## config.mk

```make
export PLATFORM = sky130hd
export DESIGN_NAME = da_fir_serial
export DESIGN_NICKNAME = d
export VERILOG_FILES = /design/src/rtl/da_fir_serial.sv
export SDC_FILE = /design/constraint.sdc
export NUM_CORES = 1
export LEC_CHECK = 0
export BUFFER_PORTS_ARGS = -buffer_cell sky130_fd_sc_hd__buf_2
export CAP_MARGIN = 20
export CORE_ASPECT_RATIO = 0.7
export CORE_MARGIN = 1.5
export CORE_UTILIZATION = 65
export CTS_CLUSTER_DIAMETER = 40
export DETAILED_ROUTE_END_ITERATION = 10
export HOLD_SLACK_MARGIN = 0.02
export PLACE_DENSITY_LB_ADDON = 0.15
export SKIP_LAST_GASP = 1
export SYNTH_ARGS = -nofsm -noshare
export SYNTH_HDL_FRONTEND = slang
export SYNTH_SLANG_ARGS = --single-unit
```

## constraint.sdc

```tcl
create_clock -name clk -period 16.3 [get_ports clk]
set_clock_uncertainty 0.1 [all_clocks]
set_input_delay 4.075 -clock clk [delete_from_list [all_inputs] [get_ports clk]]
set_output_delay 4.075 -clock clk [all_outputs]
set_load 0.03 [all_outputs]
```

## src/rtl/da_fir_serial.sv

```systemverilog
// Bit-serial distributed-arithmetic FIR filter with run-time programmable coefficients.
// Processes one bit-slice of the delay line per cycle, LSB first, then saturates the result to OUT_W.
module da_fir_serial #(
  parameter int DATA_W    = 8,
  parameter int TAPS      = 7,
  parameter int COEF_W    = 10,
  parameter int OUT_W     = 10,
  parameter int OUT_SHIFT = 8,
  localparam int AW       = $clog2(TAPS)
) (
  input  logic                     clk,
  input  logic                     rst,
  input  logic                     in_valid,
  output logic                     in_ready,
  input  logic signed [DATA_W-1:0] x_in,
  output logic signed [OUT_W-1:0]  y_out,
  output logic                     out_valid,
  input  logic                     coef_we,
  input  logic [AW-1:0]            coef_addr,
  input  logic signed [COEF_W-1:0] coef_data,
  output logic                     coef_err,
  output logic                     busy
);

  localparam int ACC_W = DATA_W + COEF_W + $clog2(TAPS) + 1;
  localparam int BW    = $clog2(DATA_W);

  localparam logic [BW-1:0]           LastBit  = BW'(DATA_W - 1);
  localparam logic [AW:0]             TapCount = (AW + 1)'(TAPS);
  localparam logic signed [ACC_W-1:0] YMax     = ACC_W'((2 ** (OUT_W - 1)) - 1);
  localparam logic signed [ACC_W-1:0] YMin     = ACC_W'(-(2 ** (OUT_W - 1)));

  typedef enum logic {IDLE, CALC} state_t;

  state_t                    state_q, state_d;
  logic [DATA_W-1:0]         taps_q [TAPS];
  logic signed [COEF_W-1:0]  coef_q [TAPS];
  logic signed [ACC_W-1:0]   acc_q, acc_d;
  logic signed [ACC_W-1:0]   psum, slice, shifted;
  logic [BW-1:0]             bitCnt_q;
  logic signed [OUT_W-1:0]   y_q, y_d;
  logic                      outValid_q, coefErr_q, coefErr_d;
  logic                      accept, lastSlice, coefWrite;

  always_comb begin
    state_d   = state_q;
    accept    = 1'b0;
    lastSlice = 1'b0;
    case (state_q)
      IDLE: begin
        if (in_valid) begin
          accept  = 1'b1;
          state_d = CALC;
        end
      end
      CALC: begin
        if (bitCnt_q == LastBit) begin
          lastSlice = 1'b1;
          state_d   = IDLE;
        end
      end
      default: state_d = IDLE;
    endcase
  end

  always_ff @(posedge clk or negedge rst) begin
    if (!rst) state_q <= IDLE;
    else      state_q <= state_d;
  end

  assign in_ready = (state_q == IDLE);
  assign busy     = (state_q == CALC);

  // Writes land only while idle and in range; an idle write still applies to a sample accepted on the same edge.
  always_comb begin
    coefWrite = coef_we && (state_q == IDLE) && ({1'b0, coef_addr} < TapCount);
    coefErr_d = coef_we && !coefWrite;
  end

  always_comb begin
    psum = '0;
    for (int k = 0; k < TAPS; k++) begin
      if (taps_q[k][bitCnt_q]) psum = psum + ACC_W'(coef_q[k]);
    end
  end

  // The MSB slice carries negative weight in two's complement, so it is subtracted.
  always_comb begin
    slice   = psum <<< bitCnt_q;
    acc_d   = lastSlice ? (acc_q - slice) : (acc_q + slice);
    shifted = acc_d >>> OUT_SHIFT;
    if (shifted > YMax)      y_d = YMax[OUT_W-1:0];
    else if (shifted < YMin) y_d = YMin[OUT_W-1:0];
    else                     y_d = shifted[OUT_W-1:0];
  end

  always_ff @(posedge clk or negedge rst) begin
    if (!rst) begin
      for (int k = 0; k < TAPS; k++) begin
        taps_q[k] <= '0;
        coef_q[k] <= '0;
      end
      acc_q      <= '0;
      bitCnt_q   <= '0;
      y_q        <= '0;
      outValid_q <= 1'b0;
      coefErr_q  <= 1'b0;
    end else begin
      outValid_q <= lastSlice;
      coefErr_q  <= coefErr_d;
      if (lastSlice) y_q <= y_d;
      if (coefWrite) coef_q[coef_addr] <= coef_data;
      if (accept) begin
        taps_q[0] <= x_in;
        for (int k = 1; k < TAPS; k++) taps_q[k] <= taps_q[k-1];
        acc_q    <= '0;
        bitCnt_q <= '0;
      end else if (state_q == CALC) begin
        acc_q    <= acc_d;
        bitCnt_q <= bitCnt_q + 1'b1;
      end
    end
  end

  assign y_out     = y_q;
  assign out_valid = outValid_q;
  assign coef_err  = coefErr_q;

endmodule

```

==> impl_metrics.yaml, run 1 <==
clocking:
  htree_levels: 4
  clk_path_buf_depth: 2
  clk_pin_slew_ns: 0.08
  root_buffer: "clkbuf_16"
  numCtsBuffers: 17
  cts_sinks: 164
  cts_tree: "yes"
  post-cts-setup-buffers: 0
  clkLatencyLatePin_ns: 0.46
logic_synthesis:
  synth.area.top_cells: "dfrtp_1 (24%), ha_1 (9.8%), mux2_2 (8.5%)"
  synth.distinct_cells: 119
  synth_top_area_frac: 0.235
  synth-main-ff-cell: "dfrtp_1"
  synth.mux.area_fraction: 0.127
  syn_nets: 2191
  yosysMostFrequentCell: "nand2_1"
  seq_area_frac_synth: 0.235
  synth_compound_area_frac: 0.252
  synth-edff-count: 0
  synth_cells: 2022
  synthXorXnorAreaFrac: 0.0582
  synth_fa_ha_area_frac: 0.106
  synth_commonest_cells: "nand2_1 (198), dfrtp_1 (164), nor2_1 (148)"
  synth-seq-cells: 164
  synth_top_family_by_area: "compound AO/OA/AOI/OAI gates"
  synth-warning-count: 0
  async_flop_share: 1.00
  synthSimpleGateAreaFrac: 0.185
  syn_area_mm2: 0.0174
  synth_top_cell_by_area: "dfrtp_1"
  synth_area_per_cell_um2: 8.62
critical_path:
  crit_slowest_cell: "and2_1"
  crit_required_ns: 16.52
  worstPathArrival_ns: 15.71
  critPathKind: "flip-flop to flip-flop"
  critPathCaptureType: "flip-flop"
  start_kind: "flip-flop"
  critical_path.max_fanout: 14
  cp_slowest_stage_delay_ns: 0.65
drt:
  drc: 0
  first_pass_iters: 7
  drt_iter0_markers: 1736
  vias: 16526
  wl_per_cell_um: 22.6
  drt_wl_total_mm: 53.8
  vias_per_cell: 6.94
  ant_nets: 0
floorplanning:
  dieArea_mm2: 0.0278
  dieWidth_um: 199
  fp.dieH_um: 140
  start_util: 0.670
  coreArea_mm2: 0.0260
  pin_count: 39
  rows: 49
timing:
  min_period_ns: 15.49
  hold_violations: 0
  slew_headroom: 0.294
  setup_viol: 0
  maxSlewViolCount: 0
  tightest_slew_ns: 1.05
  period_share: 0.950
  fmax_mhz: 64.6
global_routing:
  track_usage: 0.392
  grt_pass1_vias: 15356
  grt_pass1_wl_mm: 85.0
  gr-total-overflow: 0
  grt_max_degree: 96
  antenna_found_initial: 2
layout:
  area_delta_synth_final_pct: 6.24
  fillers: 2092
  fin_nets: 2179
  final_cells: 2381
  drive_above_1_share: 0.157
min_path:
  hold_path.class: "flip-flop to flip-flop"
placed_design:
  io_buffers: 38
  gp_congestion: 1.04
  place_hpwl_mm: 40.6
  placed_cells: 2347
flow_run:
  drv_cap: 0
outcome:
  outcome: "finished clean"
[layout by cell type (no fill, tap or decap), types with 37 or more instances in the layout]
master | netlist | final
a21o_1 | 45 | 45
a21oi_1 | 112 | 112
buf_2 | 12 | 37
dfrtp_1 | 164 | 163
ha_1 | 137 | 137
inv_1 | 56 | 56
mux2_2 | 131 | 131
mux2i_1 | 43 | 41
nand2_1 | 198 | 198
nand3_1 | 60 | 60
nor2_1 | 148 | 146
nor3_1 | 59 | 59
o21ai_0 | 100 | 99
xnor2_1 | 59 | 59
xor2_1 | 49 | 49
[final cells by class]
type,instances,area (µm²),share of cell area
clock inverter,15,194,0.0105
tap,357,447,0.0241
inverter,57,214,0.0116
multi-input combinational,1713,12800,0.691
antenna,1,2.50,0.000135
clock buffer,17,425,0.0230
sequential,164,4110,0.222
timing repair buffer,57,339,0.0183
[flip-flops by register name, indices dropped and copies added (netlist names)]
signal     flops
y_out         10
out_valid      1
busy           1
coef_err       1
acc_q         22
taps_q        56
coef_q        70
bitCnt_q       3
[metrics by stage]
stage / setup slack, ns / instance area, µm² / TNS [ns] / utilization / hold WS (ns)
after CTS: 0.519 / 18400 / 0 / 0.709 / 0.385
after detailed placement: 0.640 / 17800 / 0 / 0.686 / 0.370
after global routing: -0.0118 / 18500 / -0.0118 / 0.712 / 0.417
final: 0.811 / 18500 / 0 / 0.712 / 0.380
after global placement: 0.984 / 17800 / 0 / 0.686 / 0.361
after floorplan: 2.90 / 17400 / 0 / - / 0.356
[per-layer routing]
layer | part of all wire | vias up | global-route usage
li1 | - | 7648 | -
met1 | 0.45 | 7909 | 0.575
met2 | 0.41 | 831 | 0.560
met3 | 0.11 | 136 | 0.100
met4 | 0.032 | 2 | 0.128
met5 | 0.00024 | - | 0
[cells by family after synthesis]
family | after synthesis
buffers and inverters | 146
and+or+nand+nor | 657
DFF | 164
AOI/OAI and AO/OA | 611
adders and majority gates | 144
xor gates and xnor gates | 111
muxes | 189
[critical path, delay by kind of cell, from the launching register on]
kind                     cells  cell delay [ns]
adder cells (fa/ha/maj)      7             2.48
AND/OR/NAND/NOR             19             4.16
flip-flops                   1             0.48
AO/OA/AOI/OAI               26             6.62
XOR/XNOR                     5             1.32
buffers and inverters        2             0.18
[repair_timing]
| item | 4_1_cts | 5_1_grt |
|---|---|---|
| gates resized for setup | 0 | 12 |
| hold buffers | 0 | 0 |
| endpoints found under the hold margin | 0 | 0 |
| setup endpoints to repair | 0 | 11 |
[path summary, 6_finish.rpt]
path / cells after the start / endpoint / startpoint / slack, ns
max in group asynchronous: 2 / coef_q[6] / rst / 10.97
setup reg to reg: 59 / y_out[0] / bitCnt_q[1] / 0.81
hold / removal: 2 / y_out[3] / y_out[3] / 0.38
min in group asynchronous: 1 / coef_q[38] / rst / 3.63
setup / recovery: 59 / y_out[0] / bitCnt_q[1] / 0.81
hold reg to reg: 2 / y_out[3] / y_out[3] / 0.38
Power of run 1 is left out: the tool's default activity adds up to more than one toggle a clock period on the data nets, which glitch-free logic cannot reach.
==> run 2: changes to the inputs <==
CORE_MARGIN = not set   (was 1.5)
==> run 2 against run 1 <==
Effect of this change: non-clock buffer count increased by 3; count of clock-buffer cells in the layout unchanged; die area decreased by 1.2%; global-route usage decreased by 0.37 points; wire length decreased by 1.4%; hold slack improved by 0.00087 ns.
==> impl_metrics.yaml, run 2 (synthesized netlist as in run 1, its figures left out) <==
critical_path:
  crit_required_ns: 16.53
  timing.rr.end: "y_out[0]"
  critPathKind: "flip-flop to flip-flop"
  cp_slowest_stage_delay_ns: 0.69
  critPathCaptureType: "flip-flop"
  worst_r2r_path_depth: 62
  start_kind: "flip-flop"
  critical_path.max_fanout: 21
  r2r_setup_slack_ns: 0.96
  worst-path-buf-inv: 4
  worstPathArrival_ns: 15.57
  cpLargestDelayFamily: "compound AO/OA/AOI/OAI gates"
  timing.rr.start: "bitCnt_q[0]"
  crit_slowest_cell: "o21ai_1"
clocking:
  clk_pin_slew_ns: 0.08
  numCtsBuffers: 17
  clk_path_buf_depth: 2
  cts_tree: "yes"
  htree_levels: 4
  root_buffer: "clkbuf_16"
  post-cts-setup-buffers: 0
  clkLatencyLatePin_ns: 0.47
  cts_sinks: 164
layout:
  diodes: 0
  regArea_mm2: 0.00411
  fillers: 2071
  layout_commonest_cell: "nand2_1"
  drive_above_1_share: 0.158
  multi_input_area_mm2: 0.0128
  area_delta_synth_final_pct: 6.30
  layout_common_cells: "nand2_1 (198), dfrtp_1 (163), nor2_1 (147)"
  reg_top3: "coef_q: 70 flops, taps_q: 56 flops, acc_q: 22 flops"
  fin_nets: 2182
  regMostFlops: "coef_q"
  largest_reg_flops: 70
global_routing:
  gr-total-overflow: 0
  track_usage: 0.389
  grt_pass1_vias: 15182
  grt_pass1_wl_mm: 83.5
  grt_max_degree: 90
  antenna_found_initial: 0
drt:
  drt_iter0_markers: 1606
  vias: 16488
  ant_nets: 0
  first_pass_iters: 9
  wl_per_cell_um: 22.3
  vias_per_cell: 6.92
  drc: 0
  drt_wl_total_mm: 53.1
floorplanning:
  rows: 49
  start_util: 0.670
  dieWidth_um: 198
  pin_count: 39
  dieArea_mm2: 0.0275
  coreArea_mm2: 0.0260
  fp.dieH_um: 139
timing:
  setup_viol: 0
  hold_violations: 0
  slew_headroom: 0.244
  maxSlewViolCount: 0
  setup_tns_ns: 0
  fmax_mhz: 65.2
  tightest_slew_ns: 1.13
  period_share: 0.941
  min_period_ns: 15.34
outcome:
  outcome: "finished clean"
flow_run:
  drv_cap: 0
placed_design:
  gp_congestion: 1.00
  place_hpwl_mm: 39.9
  io_buffers: 38
min_path:
  hold-path-endpoint: "y_out[3]"
  hp-start: "y_out[3]"
  min_path_cells: 2
  hold_path.class: "flip-flop to flip-flop"
==> run 2: layer usage <==
layer | vias to the layer above | GRT usage | wire, µm
met5 | - | 0 | 0
met4 | 0 | 0.117 | 1370
met3 | 103 | 0.0834 | 5200
met2 | 803 | 0.565 | 22300
met1 | 7922 | 0.574 | 24100
li1 | 7660 | - | -
==> run 2: what timing repair did <==
action / in CTS / in global routing
setup endpoints to repair: 0 / 11
gates resized for setup: 0 / 11
hold buffers: 0 / 0
==> run 2: worst reg2reg max path: cells and delay by family, from the launching register on <==
kind	cells	cell delay, ns
xor gates and xnor gates	4	1.10
DFF	1	0.61
AOI/OAI and AO/OA	23	5.72
adders and majority gates	8	2.70
muxes	1	0.36
and+or+nand+nor	22	4.19
buffers and inverters	4	0.47
==> run 2: per-stage QoR <==
step | setup WS [ns] | cells | utilization | instance area (µm²) | hold WS, ns
2_1_floorplan | 2.90 | 2022 | - | 17400 | 0.356
3_3_place_gp | 1.00 | 2350 | 0.686 | 17800 | 0.361
3_5_place_dp | 0.658 | 2350 | 0.686 | 17800 | 0.365
4_1_cts | 0.557 | 2382 | 0.710 | 18500 | 0.381
5_1_grt | -0.00760 | 2383 | 0.713 | 18500 | 0.415
6_report | 0.960 | 2383 | 0.713 | 18500 | 0.380
==> run 2: area by class of cell <==
cell class,count,area share
Inverter,57,0.0116
Timing Repair Buffer,60,0.0195
Clock buffer,17,0.0230
Clock inverter,15,0.0107
Tap cell,357,0.0241
Sequential cell,164,0.222
Multi-Input combinational cell,1713,0.689
==> run 2: how the worst max path moves through the flow <==
stage                 from       end  slack (ns)  depth (start not counted)
6_report       bitCnt_q[0]  y_out[0]        0.96                         62
5_1_grt        bitCnt_q[0]  y_out[0]      -0.008                         62
4_1_cts        bitCnt_q[0]  y_out[0]        0.56                         64
3_5_place_dp   bitCnt_q[0]  y_out[0]        0.66                         59
3_3_place_gp   bitCnt_q[0]  y_out[0]        1.00                         59
2_1_floorplan  bitCnt_q[2]  y_out[0]        2.90                         68
Power of run 2 is left out for the same reason.
